--- config.mk ---
export PLATFORM = sky130hd
export DESIGN_NAME = fb_scanout
export DESIGN_NICKNAME = d
export VERILOG_FILES = /design/src/rtl/fb_scanout.sv
export SDC_FILE = /design/constraint.sdc
export NUM_CORES = 1
export LEC_CHECK = 0
export ABC_AREA = 1
export CELL_PAD_IN_SITES_DETAIL_PLACEMENT = 1
export CELL_PAD_IN_SITES_GLOBAL_PLACEMENT = 1
export CORE_MARGIN = 4
export CORE_UTILIZATION = 40
export DETAILED_ROUTE_END_ITERATION = 12
export PLACE_DENSITY = 0.81
export SLEW_MARGIN = 10
export SYNTH_ARGS = -nofsm -noshare
export SYNTH_HDL_FRONTEND = slang
export SYNTH_SLANG_ARGS = --single-unit
--- constraint.sdc ---
create_clock -name clk -period 2.8 [get_ports clk]
set_clock_uncertainty 0.2 [all_clocks]
set_input_delay 0.84 -clock clk [delete_from_list [all_inputs] [get_ports clk]]
set_output_delay 0.84 -clock clk [all_outputs]
set_load 0.01 [all_outputs]
--- src/rtl/fb_scanout.sv ---
// fb_scanout: VGA scan-out engine for a 2x2-upscaled framebuffer.
//
// Runs free-running horizontal/vertical timing counters on the pixel-clock
// enable, issues one framebuffer read per active pixel and drives the VGA pins
// through a two-stage pipeline so colour, syncs and de share one latency.
//
// Ports
//   clk          in   single clock for all logic
//   rst_n        in   asynchronous active-low reset
//   pix_ce       in   pixel-clock enable; everything advances only when high
//   fb_re        out  framebuffer read strobe, one clk wide
//   fb_addr      out  framebuffer read address (row-major, W pixels per row)
//   fb_rdata     in   read data; R=[11:8] G=[7:4] B=[3:0], upper bits ignored
//   hsync/vsync  out  active-low VGA syncs
//   vga_r/g/b    out  4-bit colour, zero outside active video
//   de           out  high while vga_r/g/b carry active video
//   vblank_start out  one-clk pulse when scanning enters vertical blanking
module fb_scanout #(
  parameter int W        = 320,
  parameter int H        = 240,
  parameter int PIX_BITS = 16,
  parameter int ADDR_W   = 17,
  parameter int H_ACT    = 640,
  parameter int H_FP     = 16,
  parameter int H_SYNC   = 96,
  parameter int H_BP     = 48,
  parameter int V_ACT    = 480,
  parameter int V_FP     = 10,
  parameter int V_SYNC   = 2,
  parameter int V_BP     = 33
) (
  input  logic                clk,
  input  logic                rst_n,
  input  logic                pix_ce,
  output logic                fb_re,
  output logic [ADDR_W-1:0]   fb_addr,
  input  logic [PIX_BITS-1:0] fb_rdata,
  output logic                hsync,
  output logic                vsync,
  output logic [3:0]          vga_r,
  output logic [3:0]          vga_g,
  output logic [3:0]          vga_b,
  output logic                de,
  output logic                vblank_start
);

  localparam int H_TOT = H_ACT + H_FP + H_SYNC + H_BP;
  localparam int V_TOT = V_ACT + V_FP + V_SYNC + V_BP;
  localparam int HCW   = $clog2(H_TOT);
  localparam int VCW   = $clog2(V_TOT);

  localparam logic [HCW-1:0] H_LAST   = HCW'(H_TOT - 1);
  localparam logic [HCW-1:0] H_ACT_C  = HCW'(H_ACT);
  localparam logic [HCW-1:0] H_SYNC_S = HCW'(H_ACT + H_FP);
  localparam logic [HCW-1:0] H_SYNC_E = HCW'(H_ACT + H_FP + H_SYNC);
  localparam logic [VCW-1:0] V_LAST   = VCW'(V_TOT - 1);
  localparam logic [VCW-1:0] V_ACT_C  = VCW'(V_ACT);
  localparam logic [VCW-1:0] V_ACT_L  = VCW'(V_ACT - 1);
  localparam logic [VCW-1:0] V_SYNC_S = VCW'(V_ACT + V_FP);
  localparam logic [VCW-1:0] V_SYNC_E = VCW'(V_ACT + V_FP + V_SYNC);

  // The 2x2 upscale only lines up when the framebuffer is exactly half the
  // active raster in each direction.
  if (W * 2 != H_ACT || H * 2 != V_ACT) begin : g_geometry_check
    $error("fb_scanout: W and H must be half of H_ACT and V_ACT");
  end

  logic [HCW-1:0] h_cnt;
  logic [VCW-1:0] v_cnt;
  logic           act_raw;
  logic           hs_raw;
  logic           vs_raw;
  logic           act_p0;
  logic           hs_p0;
  logic           vs_p0;

  // Padding bits of the stored pixel carry no colour.
  logic unused_pad;
  assign unused_pad = ^fb_rdata[PIX_BITS-1:12];

  // Each framebuffer pixel covers a 2x2 block of screen pixels, so both
  // coordinates are halved before the row-major address is formed.
  function automatic logic [ADDR_W-1:0] pix_addr(input logic [HCW-1:0] h,
                                                 input logic [VCW-1:0] v);
    logic [31:0] row;
    logic [31:0] col;
    logic [31:0] lin;
    row = 32'(v >> 1);
    col = 32'(h >> 1);
    lin = row * 32'(W) + col;
    return lin[ADDR_W-1:0];
  endfunction

  assign act_raw = (h_cnt < H_ACT_C) && (v_cnt < V_ACT_C);
  assign hs_raw  = !((h_cnt >= H_SYNC_S) && (h_cnt < H_SYNC_E));
  assign vs_raw  = !((v_cnt >= V_SYNC_S) && (v_cnt < V_SYNC_E));

  // Raster position counters
  always_ff @(posedge clk or negedge rst_n) begin
    if (!rst_n) begin
      h_cnt <= '0;
      v_cnt <= '0;
    end else if (pix_ce) begin
      if (h_cnt == H_LAST) begin
        h_cnt <= '0;
        v_cnt <= (v_cnt == V_LAST) ? '0 : v_cnt + 1'b1;
      end else begin
        h_cnt <= h_cnt + 1'b1;
      end
    end
  end

  // Stage 0: issue the read and delay syncs/active to meet the returning data
  always_ff @(posedge clk or negedge rst_n) begin
    if (!rst_n) begin
      fb_re        <= 1'b0;
      fb_addr      <= '0;
      act_p0       <= 1'b0;
      hs_p0        <= 1'b1;
      vs_p0        <= 1'b1;
      vblank_start <= 1'b0;
    end else begin
      // Strobes are recomputed every clk so they drop after one clk even when
      // pix_ce is sparse.
      fb_re        <= pix_ce && act_raw;
      vblank_start <= pix_ce && (h_cnt == H_LAST) && (v_cnt == V_ACT_L);
      if (pix_ce) begin
        act_p0 <= act_raw;
        hs_p0  <= hs_raw;
        vs_p0  <= vs_raw;
        if (act_raw) begin
          fb_addr <= pix_addr(h_cnt, v_cnt);
        end
      end
    end
  end

  // Stage 1: drive the pins from the delayed controls and the read data
  always_ff @(posedge clk or negedge rst_n) begin
    if (!rst_n) begin
      de    <= 1'b0;
      hsync <= 1'b1;
      vsync <= 1'b1;
      vga_r <= 4'h0;
      vga_g <= 4'h0;
      vga_b <= 4'h0;
    end else if (pix_ce) begin
      de    <= act_p0;
      hsync <= hs_p0;
      vsync <= vs_p0;
      vga_r <= act_p0 ? fb_rdata[11:8] : 4'h0;
      vga_g <= act_p0 ? fb_rdata[7:4]  : 4'h0;
      vga_b <= act_p0 ? fb_rdata[3:0]  : 4'h0;
    end
  end

endmodule

==> run_results.csv <==
group,metric,value,unit
sta,hold_viol,0,
sta,grt_setup_unrepaired,"true",
status,status,"complete, no violations",
clock_network,clkSinkCount,57,
hold_path,hp-class,"flop to flop",
detailed_routing,routed_wirelength,8412,um
detailed_routing,first_pass_iters,4,
synth,ys_types,40,
cells_and_area,area_growth,26.06,%
synth,synth-seq-cells,57,
detailed_routing,wl_per_cell,14.71,um
cells_and_area,num-nets-final,507,
cells_and_area,fill_cells,980,
floorplanning,ios,53,
cells_and_area,drive_gt1_share,14.47,%
placed_design,dp_hpwl,6413,um
detailed_routing,ant_nets,0,
detailed_routing,drtIter0Drc,83,
floorplanning,coreArea,7888,um2
floorplanning,rows,32,
clock_network,cts_buffers,9,
sta,whs,0.2659,ns
synth,synth_flop_cell,"dfrtp_1",
sta,setup_violations,0,
sta,tightest_slew,0.6431,ns
clock_network,cts_tree,"done",
cells_and_area,regArea,1431,um2
global_route,grt_max_degree,28,
synth,synth.top_cell.area_share,40.15,%
sta,fmax,381.2,MHz
sta,fin_crit,2.624,ns
clock_network,htreeDepth,3,
clock_network,worstSkewPairLatency,0.36,ns
cells_and_area,post-route-util,52.79,%
global_route,grt_pass1_vias,3092,
clock_network,cts_root_buffer,"clkbuf_8",
synth,netlist_instances,403,
synth,yosys_warnings,0,
placed_design,portBuffers,48,
run,maxCapViolations,0,
global_route,overflow,0,
floorplanning,die_x,98.88,um
clock_network,clk_pin_slew_worst_paths,0.07,ns
placed_design,placed_area,3961,um2
sta,slew_headroom,57.13,%
synth,seq_area_frac_synth,43.33,%
synth,synth_nets,445,
cells_and_area,n_antenna_cell,0,
power_and_ir_drop,powerDensity,548.6,nW/um2
cells_and_area,multi_input_area,1654,um2
setup_path,crit_arrival,2.66,ns
floorplanning,start_util,41.88,%
floorplanning,dieArea,9776,um2
sta,drv_slew,0,
power_and_ir_drop,ir_drop,0.2124,mV
setup_path,critical_path.startpoint_type,"flop",
synth,netlist_area,3303,um2
power_and_ir_drop,p_leak,2.116,nW
synth,async_flop_share,100.0,%
setup_path,end_kind,"flop",
clock_network,clock_path_buffers,2,
detailed_routing,num_vias,2897,
sta,fin_crit_sh,93.70,%
synth,yosys.area.top_type,"dfrtp_1",
setup_path,rrSetupSlack,0.18,ns
synth,syn_area_per_cell,8.196,um2
global_route,grt_pass1_wl,14630,um
synth,synth_area_leaders,"dfrtp_1 (40%), nand2_1 (13%), ha_1 (8.0%)",
global_route,global_route.usage.total,18.76,%
placed_design,gp_congestion,0.8374,
detailed_routing,drc,0,
synth,synth_edf_count,0,
detailed_routing,viasPerCell,5.065,
floorplanning,die_h,98.88,um
clock_network,cts_setup_buffers,0,
setup_path,cp_max_fo,4,
setup_path,crit_type,"flop to flop",
setup_path,cp.required,2.84,ns
global_route,antenna_found_initial,0,
sta,setup_tns,0,ns
cells_and_area,postLayoutCellArea,4164,um2
-- worst max-delay path: stages (launching register included) --
cell and delay, ns:
dfrtp_1 0.41, ha_1 0.30, ha_1 0.25, fa_1 0.56, nand2_1 0.07, inv_1 0.07
nand4_1 0.07, nand2_1 0.10, inv_1 0.08, nor2_4 0.15, nand4_1 0.10, nand3_1 0.09
nand2_1 0.05
-- sequential cells by signal, summed over array words and instances, names as in the netlist, 4 cells and up --
register / flops
vga_r: 4
vga_g: 4
vga_b: 4
h_cnt: 10
fb_addr: 17
v_cnt: 10
-- worst paths after layout --
check,from,end,cells after the start
setup reg to reg,v_cnt[4],fb_addr[15],12
min in group asynchronous,rst_n,fb_addr[2],1
hold / removal,vs_p0,vsync,2
hold reg to reg,vs_p0,vsync,2
setup / recovery,v_cnt[4],fb_addr[15],12
max in group asynchronous,rst_n,vs_p0,2
-- area by class of cell --
type	instances	area share [%]
Clock buffer	10	3.065
Clock inverter	6	1.442
Inverter	49	4.507
Multi-Input combinational cell	290	39.72
Sequential cell	57	34.37
Tap cell	102	3.065
Timing Repair Buffer	58	13.82
-- power breakdown --
part	total (mW)	switching, mW	leakage [nW]	internal, mW
registers	1.02	0.0920	0.692	0.930
clock network	0.754	0.348	0.0920	0.406
logic	0.508	0.275	1.33	0.233
-- logic make-up after synthesis --
group / Yosys count / synth area share, %
simple gates: 216 / 30.15
flops: 57 / 43.33
xor+xnor: 8 / 2.121
fa+ha+maj: 23 / 9.167
buf+inv: 56 / 7.045
compound gates: 43 / 8.182
-- synth_stat cells, types with 2 or more instances --
cell type  number
nor3_2          3
nor2_2          7
xor2_1          8
buf_6           2
nand4_1         9
o21ai_2         9
fa_1            2
a21o_1          2
nand3_1        36
ha_1           21
o21ai_0        11
nor2_1         24
o21ai_1         6
a31oi_1         2
nor3_1          3
dfstp_2         4
a21oi_1        10
clkbuf_1        4
nor4_1          3
nand2_1       115
nand2_2         6
nor3b_1         2
dfrtp_1        53
inv_2           4
inv_1          42
-- metrics by stage --
step                power, mW  setup slack [ns]  instances
CTS                     2.314            0.1250        572
global placement        1.523            0.1716        556
detailed placement      1.545            0.1044        556
floorplan               1.298            0.3732        403
finish                  2.284            0.1765        572
global route            2.430          -0.01101        572
-- placed cells by master, fill, tap and decap left out, types with 3 or more instances in the layout --
cell               n
nand2_1          114
dfrtp_1           53
clkdlybuf4s50_1   47
inv_1             42
nand3_1           36
nor2_1            23
ha_1              21
o21ai_0           11
a21oi_1           10
nand4_1            9
o21ai_2            9
clkbuf_8           9
xor2_1             8
buf_4              8
nand2_2            7
nor2_2             6
o21ai_1            6
inv_2              4
clkinv_2           4
dfstp_2            4
nor2_4             3
nor3_2             3
nor3_1             3
nor4_1             3
-- layer usage --
layer | vias up | share of wire (%) | global-route usage (%)
li1 | 1435 | - | -
met1 | 1380 | 44 | 23.36
met2 | 63 | 49 | 31.15
met3 | 19 | 4.6 | 3.680
met4 | 0 | 2.5 | 8.929
met5 | - | 0 | 0
-- what timing repair did --
item,in CTS,in global routing
setup endpoints to repair,0,2
hold buffers,0,0
resized for setup,0,4
(Power assumes the default switching activity.)
==> edit, RTL diff (config.mk and constraints unchanged) <==
Set the parameter `H_SYNC` to 144 (it was 96).
--- a/src/rtl/fb_scanout.sv
+++ b/src/rtl/fb_scanout.sv
@@ -23,5 +23,5 @@
   parameter int H_ACT    = 640,
   parameter int H_FP     = 16,
-  parameter int H_SYNC   = 96,
+  parameter int H_SYNC   = 144,
   parameter int H_BP     = 48,
   parameter int V_ACT    = 480,
Function: same outputs for any inputs over 10 cycles, from zero or initial values and one cycle with rst_n low; that may be too few to reach the edited logic, so the function may still have changed.
==> edit against the unedited design <==
  * Area after synthesis shrank 0.27%
  * Routed wire length down 0.37%
  * Critical endpoint is now fb_addr[11]
  * Total power up 2.5%
  * Final area grew 0.24%
  * Sequential cell count unchanged
  * Clock power rose by 2.8%
  * Worst setup slack got worse by 58 ps
==> edit: results (changes against the unedited design) <==
| Metric | Value |
|---|---|
| Non-clk invs | 45 (-8.2%) |
| Fraction of area in multi-input gates | 40.0% (+0.29 points) |
| Pleak | 0.00204 uW (-3.5%) |
| Max VDD drop | 0.290 mV (+37%) |
| Die area | 9750 um2 (-0.25%) |
| Slowest CP cell | fa_2 |
| Post-DP HPWL | 6.22 mm (-3.0%) |
| Largest net degree at the start of global routing | 58 (+110%) |
| Placed Instances | 558 (+0.36%) |
| Comb_multi_in | 296 (+2.1%) |
| Wirelength per Cell | 14.6 um (-1.1%) |
| Grt met2 use | 30.8% (-0.31 points) |
| Worst hold path startpoint | hs_p0 |
| Comb power | 538 uW (+5.9%) |
| CP Launch Point | v_cnt[2] |
| Metal2 WL | 4.12 mm (-0.22%) |
| Clk pwr share | 33.1% (about the same) |
| Register area share after synthesis | 43.4% (+0.12 points) |
| Met1 Use GR | 22.3% (-1.0 points) |
| Buffering overhead | 13.8% (+0.027 points) |
| Vias/cell | 5.10 (+0.68%) |
| CLK BUF | 11 (+1) |
| Fill cells | 978 (-0.20%) |
| Post-Synthesis Cells | 406 (+0.74%) |
| Outcome | complete, no violations |
| Post-synthesis compound-gate area fraction | 7.37% (-0.81 points) |
| Buffers excl. clock | 60 (+3.4%) |
| Most area-consuming cells after synthesis | dfrtp_1, nand2_1, ha_1 |
| WHS Endpoint | hsync |
| Placer Congestion | 0.788 (-5.9%) |
| Reg2reg end | fb_addr[11] |
| First-pass GRT wire length | 14.5 mm (-0.66%) |
| Max incr delay on CP | 600 ps (+40 ps) |
| R2R depth | 11 (-1) |
| Wire length on met1 | 3.75 mm (+1.7%) |
| Number of global-route vias before repair | 3,115 (+0.74%) |
| Seq/total area | 34.3% (-0.052 points) |
## edit: critical path: cells and delay by family (launching register included)
family                     cells  cell delay [ps]
and+or+nand+nor                4              300
adders and majority gates      3             1030
buffers and inverters          2              240
DFF                            1              410
AOI/OAI and AO/OA              2              390
## edit: per-stage QoR
| step | setup WS, ps | hold slack (ps) | utilization (%) |
|---|---|---|---|
| floorplan | 247 | 248 | - |
| global placement | 85.9 | 255 | 50.0 |
| detailed placement | 37.7 | 260 | 50.0 |
| CTS | 17.4 | 270 | 52.6 |
| global route | -12.2 | 291 | 53.2 |
| finish | 119 | 267 | 53.2 |
## edit: kinds of logic (layout without fill, tap and decap cells)
logic type,count (synthesis),in the layout
AND/OR/NAND/NOR,225,225
flip-flops,57,57
buffers and inverters,53,121
AO/OA/AOI/OAI,41,41
adder cells (fa/ha/maj),23,23
XOR/XNOR,7,7
## edit: repair_timing
action,in CTS,in global routing
endpoints found under the setup margin,1,2
resized for setup,1,6
pin swaps,0,2
buffers inserted,0,2
endpoints found under the hold margin,0,0
